`src/rtl/weight_ctrl_pkg.sv`:
```
`default_nettype none
// ============================================================================
// Package     : weight_ctrl_pkg
// Description : Shared types, widths and helpers for the weight load
//               controller (FSM state type, field widths, K*K helper).
// Revision    : 1.0 - initial release
// ============================================================================
package weight_ctrl_pkg;

  localparam int WORD_W = 32;  // input / array word width
  localparam int DIM_W  = 5;   // kernel dimension K
  localparam int SQ_W   = 10;  // K*K
  localparam int WCNT_W = 9;   // words per column
  localparam int NCOL_W = 6;   // active column count N

  typedef enum logic [1:0] {
    IDLE   = 2'd0,
    LOAD   = 2'd1,
    STREAM = 2'd2,
    DONE   = 2'd3
  } wlc_state_t;

  // K*K; the largest legal K (31) gives 961, which fits in SQ_W bits.
  function automatic logic [SQ_W-1:0] dim_sq(input logic [DIM_W-1:0] k);
    return SQ_W'(k) * SQ_W'(k);
  endfunction

endpackage
`default_nettype wire

```
`src/rtl/weight_load_ctrl_if.sv`:
```
`default_nettype none
// ============================================================================
// Interface   : weight_load_ctrl_if
// Description : Bundles the job-control, weight-stream and array-side signals
//               of weight_load_ctrl.
//               master : job issuer / stream source / observer
//               slave  : the controller
//   start, weight_dim, num_cols     job request and configuration
//   s_valid, s_data, s_ready        input weight-word stream
//   fifo_en, weight_word            column FIFO write port
//   out_en                          per-column PE feed enables
//   busy, done, err, stall_cnt      status
// Revision    : 1.0 - initial release
// ============================================================================
interface weight_load_ctrl_if
  import weight_ctrl_pkg::*;
#(
  parameter int COL = 32
);
  logic              start;
  logic [DIM_W-1:0]  weight_dim;
  logic [NCOL_W-1:0] num_cols;
  logic              s_valid;
  logic [WORD_W-1:0] s_data;
  logic              s_ready;
  logic [COL-1:0]    fifo_en;
  logic [WORD_W-1:0] weight_word;
  logic [COL-1:0]    out_en;
  logic              busy;
  logic              done;
  logic              err;
  logic [31:0]       stall_cnt;

  modport master (
    output start, weight_dim, num_cols, s_valid, s_data,
    input  s_ready, fifo_en, weight_word, out_en, busy, done, err, stall_cnt
  );

  modport slave (
    input  start, weight_dim, num_cols, s_valid, s_data,
    output s_ready, fifo_en, weight_word, out_en, busy, done, err, stall_cnt
  );
endinterface
`default_nettype wire

```
`src/rtl/pe_en_skew.sv`:
```
`default_nettype none
// ============================================================================
// Module      : pe_en_skew
// Description : Stream counter and diagonal window compare. While run is
//               high, t counts 0,1,2,...; column c is enabled when
//               c <= t < c+K*K and c < N, giving a one-cycle skew per column.
//   clk, nrst  clock, synchronous active-high reset
//   run        high for every STREAM cycle
//   kk, n      K*K and active column count of the current job
//   out_en     registered per-column enables
//   last       high during the cycle in which t = K*K+N-2
// Revision    : 1.0 - initial release
// ============================================================================
module pe_en_skew
  import weight_ctrl_pkg::*;
#(
  parameter int COL = 32
) (
  input  logic              clk,
  input  logic              nrst,
  input  logic              run,
  input  logic [SQ_W-1:0]   kk,
  input  logic [NCOL_W-1:0] n,
  output logic [COL-1:0]    out_en,
  output logic              last
);

  // One extra bit so t and c+K*K never wrap (max 31+961 = 992).
  localparam int T_W = SQ_W + 1;

  logic [T_W-1:0] t_q, t_d;
  logic [COL-1:0] out_en_q, out_en_d;
  logic [T_W-1:0] t_last;

  assign t_last = T_W'(kk) + T_W'(n) - T_W'(2);
  assign last   = run && (t_q == t_last);

  always_comb begin
    t_d = '0;
    if (run) t_d = t_q + T_W'(1);
  end

  for (genvar c = 0; c < COL; c++) begin : g_col
    assign out_en_d[c] = run
                      && (T_W'(c) <= t_q)
                      && (t_q < (T_W'(c) + T_W'(kk)))
                      && (NCOL_W'(c) < n);
  end

  always_ff @(posedge clk) begin
    if (nrst) begin
      t_q      <= '0;
      out_en_q <= '0;
    end else begin
      t_q      <= t_d;
      out_en_q <= out_en_d;
    end
  end

  assign out_en = out_en_q;

endmodule
`default_nettype wire

```
`src/rtl/weight_load_ctrl.sv`:
```
`default_nettype none
// ============================================================================
// Module      : weight_load_ctrl
// Description : Weight FIFO sequencer. Accepts 32-bit weight words, steers
//               (K*K+1)/2 consecutive words into each of N column FIFOs via
//               one-hot fifo_en, then drives skewed per-column out_en for
//               K*K+N-1 cycles and pulses done.
//   clk, nrst   clock, synchronous active-high reset
//   bus         weight_load_ctrl_if.slave (job control, stream, array, status)
// Optional    : `WEIGHT_LOAD_CTRL_PERF_EN builds the load-phase starvation
//               counter behind stall_cnt; otherwise stall_cnt is 0.
// Revision    : 1.0 - initial release
// ============================================================================
module weight_load_ctrl
  import weight_ctrl_pkg::*;
#(
  parameter int COL        = 32,
  parameter int DATA_WIDTH = 16
) (
  input logic               clk,
  input logic               nrst,
  weight_load_ctrl_if.slave bus
);

  // Weights packed per input word; K*K weights need ceil(K*K/WPW) words.
  localparam int WPW = WORD_W / DATA_WIDTH;

  wlc_state_t        state_q, state_d;
  logic [WCNT_W-1:0] w_q, w_d;
  logic [NCOL_W-1:0] c_q, c_d;
  logic [WCNT_W-1:0] words_q, words_d;
  logic [SQ_W-1:0]   sq_q, sq_d;
  logic [NCOL_W-1:0] n_q, n_d;
  logic [COL-1:0]    fifo_en_q, fifo_en_d;
  logic [WORD_W-1:0] word_q, word_d;
  logic              done_q, done_d;
  logic              err_q, err_d;

  logic              cfg_ok;
  logic              start_acc;
  logic [SQ_W-1:0]   start_sq;
  logic [WCNT_W-1:0] start_words;
  logic              stream_last;

  assign cfg_ok      = (bus.weight_dim != '0) && (bus.num_cols != '0)
                    && (int'(bus.num_cols) <= COL);
  assign start_acc   = (state_q == IDLE) && bus.start && cfg_ok;
  assign start_sq    = dim_sq(bus.weight_dim);
  assign start_words = WCNT_W'((int'(start_sq) + WPW - 1) / WPW);

  always_comb begin
    state_d   = state_q;
    w_d       = w_q;
    c_d       = c_q;
    words_d   = words_q;
    sq_d      = sq_q;
    n_d       = n_q;
    fifo_en_d = '0;
    word_d    = word_q;
    done_d    = 1'b0;
    err_d     = 1'b0;

    case (state_q)
      IDLE: begin
        if (bus.start) begin
          if (cfg_ok) begin
            state_d = LOAD;
            sq_d    = start_sq;
            n_d     = bus.num_cols;
            words_d = start_words;
            w_d     = '0;
            c_d     = '0;
          end else begin
            err_d = 1'b1;
          end
        end
      end
      LOAD: begin
        // s_ready is high for all of LOAD, so s_valid alone is the handshake.
        if (bus.s_valid) begin
          fifo_en_d = COL'(1) << c_q;
          word_d    = bus.s_data;
          if (w_q == words_q - WCNT_W'(1)) begin
            w_d = '0;
            c_d = c_q + NCOL_W'(1);
            if (c_q == n_q - NCOL_W'(1)) begin
              state_d = STREAM;
              c_d     = '0;
            end
          end else begin
            w_d = w_q + WCNT_W'(1);
          end
        end
      end
      STREAM: begin
        if (stream_last) state_d = DONE;
      end
      DONE: begin
        state_d = IDLE;
        // Registered so the pulse lands one cycle after the last out_en.
        done_d  = 1'b1;
      end
      default: state_d = IDLE;
    endcase
  end

  always_ff @(posedge clk) begin
    if (nrst) begin
      state_q   <= IDLE;
      w_q       <= '0;
      c_q       <= '0;
      words_q   <= '0;
      sq_q      <= '0;
      n_q       <= '0;
      fifo_en_q <= '0;
      word_q    <= '0;
      done_q    <= 1'b0;
      err_q     <= 1'b0;
    end else begin
      state_q   <= state_d;
      w_q       <= w_d;
      c_q       <= c_d;
      words_q   <= words_d;
      sq_q      <= sq_d;
      n_q       <= n_d;
      fifo_en_q <= fifo_en_d;
      word_q    <= word_d;
      done_q    <= done_d;
      err_q     <= err_d;
    end
  end

  pe_en_skew #(
    .COL (COL)
  ) u_skew (
    .clk    (clk),
    .nrst   (nrst),
    .run    (state_q == STREAM),
    .kk     (sq_q),
    .n      (n_q),
    .out_en (bus.out_en),
    .last   (stream_last)
  );

`ifdef WEIGHT_LOAD_CTRL_PERF_EN
  logic [31:0] stall_q, stall_d;

  always_comb begin
    stall_d = stall_q;
    if (start_acc) begin
      stall_d = '0;
    end else if ((state_q == LOAD) && !bus.s_valid && (stall_q != '1)) begin
      stall_d = stall_q + 32'd1;
    end
  end

  always_ff @(posedge clk) begin
    if (nrst) stall_q <= '0;
    else      stall_q <= stall_d;
  end

  assign bus.stall_cnt = stall_q;
`else
  assign bus.stall_cnt = '0;
`endif

  assign bus.s_ready     = (state_q == LOAD);
  assign bus.busy        = (state_q != IDLE);
  assign bus.fifo_en     = fifo_en_q;
  assign bus.weight_word = word_q;
  assign bus.done        = done_q;
  assign bus.err         = err_q;

endmodule
`default_nettype wire

```
`src/flat_wrapper.sv`:
```
// flat-port wrapper written by rule: the top's interface ports become plain ports
module weight_load_ctrl_flat import weight_ctrl_pkg::*;
#(
  parameter int COL        = 32,
  parameter int DATA_WIDTH = 16
)
  (clk, nrst, bus_start, bus_weight_dim, bus_num_cols, bus_s_valid, bus_s_data, bus_s_ready, bus_fifo_en, bus_weight_word, bus_out_en, bus_busy, bus_done, bus_err, bus_stall_cnt);
  weight_load_ctrl_if #(.COL(COL)) bus_i ();
  input logic clk;
  input logic nrst;
  input wire logic [$bits(bus_i.start)-1:0] bus_start;
  input wire logic [$bits(bus_i.weight_dim)-1:0] bus_weight_dim;
  input wire logic [$bits(bus_i.num_cols)-1:0] bus_num_cols;
  input wire logic [$bits(bus_i.s_valid)-1:0] bus_s_valid;
  input wire logic [$bits(bus_i.s_data)-1:0] bus_s_data;
  output wire logic [$bits(bus_i.s_ready)-1:0] bus_s_ready;
  output wire logic [$bits(bus_i.fifo_en)-1:0] bus_fifo_en;
  output wire logic [$bits(bus_i.weight_word)-1:0] bus_weight_word;
  output wire logic [$bits(bus_i.out_en)-1:0] bus_out_en;
  output wire logic [$bits(bus_i.busy)-1:0] bus_busy;
  output wire logic [$bits(bus_i.done)-1:0] bus_done;
  output wire logic [$bits(bus_i.err)-1:0] bus_err;
  output wire logic [$bits(bus_i.stall_cnt)-1:0] bus_stall_cnt;
  assign bus_i.start = bus_start;
  assign bus_i.weight_dim = bus_weight_dim;
  assign bus_i.num_cols = bus_num_cols;
  assign bus_i.s_valid = bus_s_valid;
  assign bus_i.s_data = bus_s_data;
  assign bus_s_ready = bus_i.s_ready;
  assign bus_fifo_en = bus_i.fifo_en;
  assign bus_weight_word = bus_i.weight_word;
  assign bus_out_en = bus_i.out_en;
  assign bus_busy = bus_i.busy;
  assign bus_done = bus_i.done;
  assign bus_err = bus_i.err;
  assign bus_stall_cnt = bus_i.stall_cnt;
  weight_load_ctrl #(.COL(COL), .DATA_WIDTH(DATA_WIDTH)) u_core (.clk(clk), .nrst(nrst), .bus(bus_i));
endmodule
```
`config.mk`:
```
export PLATFORM = sky130hd
export DESIGN_NAME = weight_load_ctrl_flat
export DESIGN_NICKNAME = d
export VERILOG_FILES = /design/src/rtl/weight_ctrl_pkg.sv /design/src/rtl/weight_load_ctrl_if.sv /design/src/rtl/pe_en_skew.sv /design/src/rtl/weight_load_ctrl.sv /design/src/flat_wrapper.sv
export SDC_FILE = /design/constraint.sdc
export NUM_CORES = 1
export LEC_CHECK = 0
export CAP_MARGIN = 0
export CORE_UTILIZATION = 60
export DETAILED_ROUTE_END_ITERATION = 8
export HOLD_SLACK_MARGIN = 0.03
export PLACE_DENSITY = 0.95
export SYNTH_ARGS = -nofsm -noshare
export SYNTH_HDL_FRONTEND = slang
export SYNTH_SLANG_ARGS = --single-unit
```
`constraint.sdc`:
```
create_clock -name clk -period 11.4 [get_ports clk]
set_clock_uncertainty 0.2 [all_clocks]
set_input_delay 2.28 -clock clk [delete_from_list [all_inputs] [get_ports clk]]
set_output_delay 2.28 -clock clk [all_outputs]
set_load 0.05 [all_outputs]
```
==> results of run 1 <==
[layer usage]
| layer | vias to the layer above | GRT usage, % | routed length (um) |
|---|---|---|---|
| met4 | 0 | 24.3 | 2640 |
| met3 | 277 | 13.7 | 5090 |
| met5 | - | 0 | 0 |
| met2 | 927 | 61.5 | 16900 |
| li1 | 5194 | - | - |
| met1 | 5343 | 43.9 | 13100 |
[synth_stat cells (all sizes together) (4+ instances only)]
library cell,count,area share (%)
nand2,193,6.2
ha,190,20
dfxtp,141,24
nor2,118,3.8
a21oi,104,4.5
xnor2,100,7.5
inv,61,2.0
buf,57,3.3
o21ai,51,2.3
a21o,44,2.8
clkbuf,41,1.3
nand3,36,1.5
xor2,35,2.6
nor3,23,0.99
o21a,23,1.5
nand4,21,1.1
a211oi,19,1.3
a2111oi,17,1.4
nor2b,17,0.91
nand2b,16,0.88
or3,15,0.82
and2,12,0.64
o211ai,11,0.87
nor4,9,0.48
a31oi,8,0.43
a21boi,7,0.45
and3,6,0.32
o21bai,5,0.32
o22ai,5,0.27
o221ai,4,0.35
or2,4,0.21
[critical path, cell delays in order]
cell             delay, ps
clkdlybuf4s50_1        690
nand2_1                130
fa_1                   500
fa_1                   510
inv_1                   40
ha_1                   280
a31o_2                 230
ha_1                   330
a21o_1                 180
a21oi_1                220
o21bai_1                90
a21oi_1                200
mux2i_1                220
o31ai_1                 90
[metrics by stage]
stage	cells	total power (W)	utilization [%]
after floorplan	1475	0.00107	-
after global placement	1797	0.00121	69.4
after detailed placement	1797	0.00123	69.4
after CTS	1829	0.00182	72.7
after global routing	1830	0.00193	72.7
final	1832	0.00186	72.7
[path summary, 6_finish.rpt]
path | start | to | slack, ps | depth (start not counted)
max | bus_weight_dim[0] | u_core.sq_q[9] | 5500 | 14
min | u_core.bus.weight_word[29] | u_core.bus.weight_word[29] | 250 | 2
max reg2reg | u_core.sq_q[4] | u_core.state_q[0] | 6670 | 11
min reg2reg | u_core.bus.weight_word[29] | u_core.bus.weight_word[29] | 250 | 2
[final cells by class]
class | instances | area [um2]
Clock buffer | 17 | 425
Inverter | 64 | 240
Fill cell | 1270 | 5150
Clock inverter | 15 | 193
Sequential cell | 141 | 2820
Multi-Input combinational cell | 1172 | 8170
Timing Repair Buffer | 160 | 1560
Tap cell | 260 | 325
Antenna cell | 3 | 7.51
[power breakdown]
part / internal, W / switching (W)
clock: 0.000300 / 0.000289
combinational: 0.000248 / 0.000464
sequential: 0.000519 / 0.0000370
[flip-flops by register name (all words and copies together), names as in the netlist]
register                count
u_core.state_q              2
u_core.bus.weight_word     32
u_core.sq_q                 9
u_core.u_skew.out_en       32
u_core.w_q                  9
u_core.u_skew.t_q          11
u_core.bus.err              1
u_core.bus.fifo_en         32
u_core.bus.done             1
u_core.n_q                  6
u_core.c_q                  6
[cell families after synthesis]
| group | count (synthesis) |
|---|---|
| and+or+nand+nor | 486 |
| AOI/OAI and AO/OA | 322 |
| adders and majority gates | 193 |
| buffers and inverters | 162 |
| DFF | 141 |
| xor gates and xnor gates | 135 |
| muxes | 4 |
| other | 1 |
==> results_dict.tcl, run 1 <==
set metrics [dict create \
    firstDrtPassIters 9 \
    final_cell_mix "nand2_1 (193), ha_1 (190), clkdlybuf4s50_1 (145)" \
    min_period_over_period_pct 51.7 \
    synthDistinctLibCells 76 \
    cts_sinks 141 \
    final_common_cell "nand2_1" \
    synth_compound_area_share_pct 18.5 \
    grt_max_degree 66 \
    clock_latency_ps 460 \
    post-route-drc-count 0 \
    cts_tree "yes" \
    rsz0062_at_grt "no" \
    grt-ovfl-total 0 \
    fp.dieH_um 141 \
    avgViaCountPerCell 6.41 \
    dpl_cell_area_um2 13100 \
    drtIter0Drc 1697 \
    grt_pass1_vias 11582 \
    die_area_um2 20000 \
    ys_async_sr_fraction_pct 0 \
    synth-simple-area-share_pct 19.1 \
    synth-xor-area-share_pct 10.1 \
    worst_setup_path_start_kind "input pin" \
    muxShareOfSynthArea_pct 0.354 \
    ctsResizeCount 0 \
    clockRootBuffer "clkbuf_16" \
    cellPowerDensity_nw_per_um2 135 \
    timing.hold.ws_ps 255 \
    fin_area_um2 13700 \
    fin_crit_ps 5900 \
    hold_path_class "reg2reg" \
    p_leak_nw 5.84 \
    ys_ff_latch 141 \
    cp-end-kind "flip-flop" \
    grt_pass1_wl_mm 60.0 \
    port_buffers 146 \
    irDropWorstVdd_mv 0.147 \
    layout-drive-gt1-share_pct 4.72 \
    path_class "in2reg" \
    synthAdderAreaFrac_pct 20.9 \
    synth_top_family_by_area "adder cells" \
    worstMarginPinSlew_ps 1310 \
    hold_viol 0 \
    fin_nets 1796 \
    fin_tns_setup_ps 0 \
    num_rows 50 \
    worst_slack_ps 5500 \
    core_um2 18900 \
    via_count 11741 \
    place.gp.congestion 0.961 \
    cp.arrival_ps 6000 \
    worstPathRequired_ps 11500 \
    cts_hold_buf 0 \
    ys.flop_type "dfxtp_1" \
    ios 179 \
    cts_htree_levels 4 \
    drv_cap 0 \
    syn_area_um2 11600 \
    drtAntennaViolNets 0 \
    outcome "finished clean" \
    synth_area_per_cell_um2 8.07 \
    start_util_pct 61.7 \
    wl_mm 37.7 \
    finalSetupViolations 0 \
    fmax_ghz 0.170 \
    slew_violations 0 \
    hpwlAfterDp_mm 25.1 \
    cts_buffers 17 \
    clk_pin_slew_worst_paths_ps 70 \
    cts_setup_buffers 0 \
    place_ws_ps 5100 \
    slew_headroom_pct 11.6 \
    clockBufferDepth 2 \
    grt_usage_pct 38.5 \
    area_growth_pct 18.0 \
    die_x_um 141 \
    critPathMaxFanout 9 \
    synth_edf_count 0 \
    antenna_found_initial 3 \
    avgRoutedWirePerCell_um 20.6 \
    seq_area_frac_synth_pct 24.2 \
    syn_inst 1444 \
    ys_warn_count 0 \
]
(Power assumes the default switching activity.)
==> run 2: changes to the inputs <==
- CORE_UTILIZATION: 60 -> 56
- PLACE_DENSITY: 0.95 -> 0.9
- clock period: 11.4 -> 5.9 ns (I/O delays scaled with it)
==> results_dict.tcl, run 2 (synthesis results as in run 1) <==
set metrics [dict create \
    fin_crit_ps 4770 \
    drv_cap 0 \
    p_leak_nw 5.85 \
    grt_pass1_vias 11169 \
    min_period_over_period_pct 80.9 \
    num_antenna_cells 0 \
    die_area_um2 21400 \
    start_util_pct 57.4 \
    pwr-share-seq_pct 30.2 \
    worstPathRequired_ps 6000 \
    place.gp.congestion 0.974 \
    slew_headroom_pct 28.4 \
    total_power_w 0.00353 \
    grt-ovfl-total 0 \
    outcome "finished clean" \
    avgRoutedWirePerCell_um 19.2 \
    via_count 11347 \
    post-route-drc-count 0 \
    clk_pin_slew_worst_paths_ps 70 \
    slew_violations 0 \
    clock_latency_ps 450 \
    finalSetupViolations 0 \
    grt_pass1_wl_mm 56.3 \
    clockPowerShare_pct 31.8 \
    die_x_um 146 \
    ctsResizeCount 0 \
    fmax_ghz 0.210 \
    fin_area_um2 13800 \
    fill_cells 1584 \
    hpwlAfterDp_mm 24.7 \
    p_switching_w 0.00147 \
    pwr-share-comb_pct 37.9 \
    worst_setup_path_start_kind "input pin" \
    crit_chain "clkdlybuf4s50_1 -> nand2_1 -> fa_1 -> fa_1 -> inv_1 -> ha_1 -> a31o_2 -> ha_1 -> a21o_1 -> a21oi_1 -> o21bai_1 -> a21oi_1 -> mux2i_1 -> o31ai_1" \
    cts_buffers 17 \
    rsz0062_at_grt "no" \
    intPower_w 0.00206 \
    port_buffers 146 \
    dpl_cell_area_um2 13100 \
    antenna_found_initial 0 \
    firstDrtPassIters 6 \
    cp-end-kind "flip-flop" \
    drtIter0Drc 1047 \
    irDropWorstVdd_mv 0.241 \
    path_class "in2reg" \
    clockRootBuffer "clkbuf_16" \
    switching_share_pct 41.6 \
    cellPowerDensity_nw_per_um2 256 \
    final_cell_mix "nand2_1 (193), ha_1 (190), clkdlybuf4s50_1 (145)" \
    core_um2 20300 \
    hold_viol 0 \
    worstMarginPinSlew_ps 1070 \
    final_common_cell "nand2_1" \
    place_ws_ps 681 \
    avgViaCountPerCell 6.16 \
    fin_tns_setup_ps 0 \
    layout-drive-gt1-share_pct 4.84 \
    area_growth_pct 18.1 \
    hold_path_class "reg2reg" \
    cts_sinks 141 \
    fp.dieH_um 146 \
    cts_tree "yes" \
    cpPeakStageDelay_ps 720 \
    clockBufferDepth 2 \
    critPathMaxFanout 9 \
    drtAntennaViolNets 0 \
    cts_setup_buffers 0 \
    grt_usage_pct 33.2 \
    num_rows 52 \
    slowest_stage "clkdlybuf4s50_1" \
    grt_max_degree 66 \
    wl_mm 35.4 \
    worst_slack_ps 1130 \
    cts_hold_buf 0 \
    cp.arrival_ps 4870 \
    cts_htree_levels 4 \
    ios 179 \
    fin_nets 1798 \
]
run 2: power by group through the flow:
stage | Clock (W) | Sequential (W) | Combinational [W]
after floorplan | 0 | 0.00116 | 0.000915
after global placement | 0 | 0.00108 | 0.00126
after detailed placement | 0 | 0.00108 | 0.00130
after CTS | 0.00113 | 0.00106 | 0.00131
after global routing | 0.00118 | 0.00107 | 0.00144
final | 0.00112 | 0.00107 | 0.00134
run 2: cell type report:
cell class	instances	area (um2)	area share, %
Sequential cell	141	2820	20.5
Inverter	64	240	1.75
Tap cell	270	338	2.46
Clock buffer	17	425	3.09
Multi-Input combinational cell	1172	8170	59.4
Timing Repair Buffer	162	1580	11.5
Clock inverter	15	189	1.37
run 2: worst paths after layout:
check,from,to,slack [ps],depth (start not counted)
min,u_core.bus.weight_word[21],u_core.bus.weight_word[21],250,2
min reg2reg,u_core.bus.weight_word[21],u_core.bus.weight_word[21],250,2
max reg2reg,u_core.sq_q[2],u_core.state_q[0],1640,11
max,bus_weight_dim[0],u_core.sq_q[9],1130,14
run 2: per-stage QoR:
| step | util (%) | cells | hold slack (ps) |
|---|---|---|---|
| 3_3_place_gp | 64.7 | 1809 | 240 |
| 4_1_cts | 67.8 | 1841 | 257 |
| 6_report | 67.8 | 1841 | 254 |
| 2_1_floorplan | - | 1475 | 285 |
| 3_5_place_dp | 64.7 | 1809 | 248 |
| 5_1_grt | 67.8 | 1841 | 274 |
run 2: metal layers:
metal  vias up  wire length [um]  GRT usage [%]
li1       5193                 -              -
met1      5229             13200           38.2
met2       751             16200           54.0
met3       174              3980           10.0
met4         0              2000           20.3
met5         -                 0              0
run 2: critical path: cells and delay by family:
kind | cells | cell delay [ps]
buf+inv | 2 | 760
simple gates | 1 | 140
compound gates | 6 | 950
mux | 1 | 200
fa+ha+maj | 4 | 1630
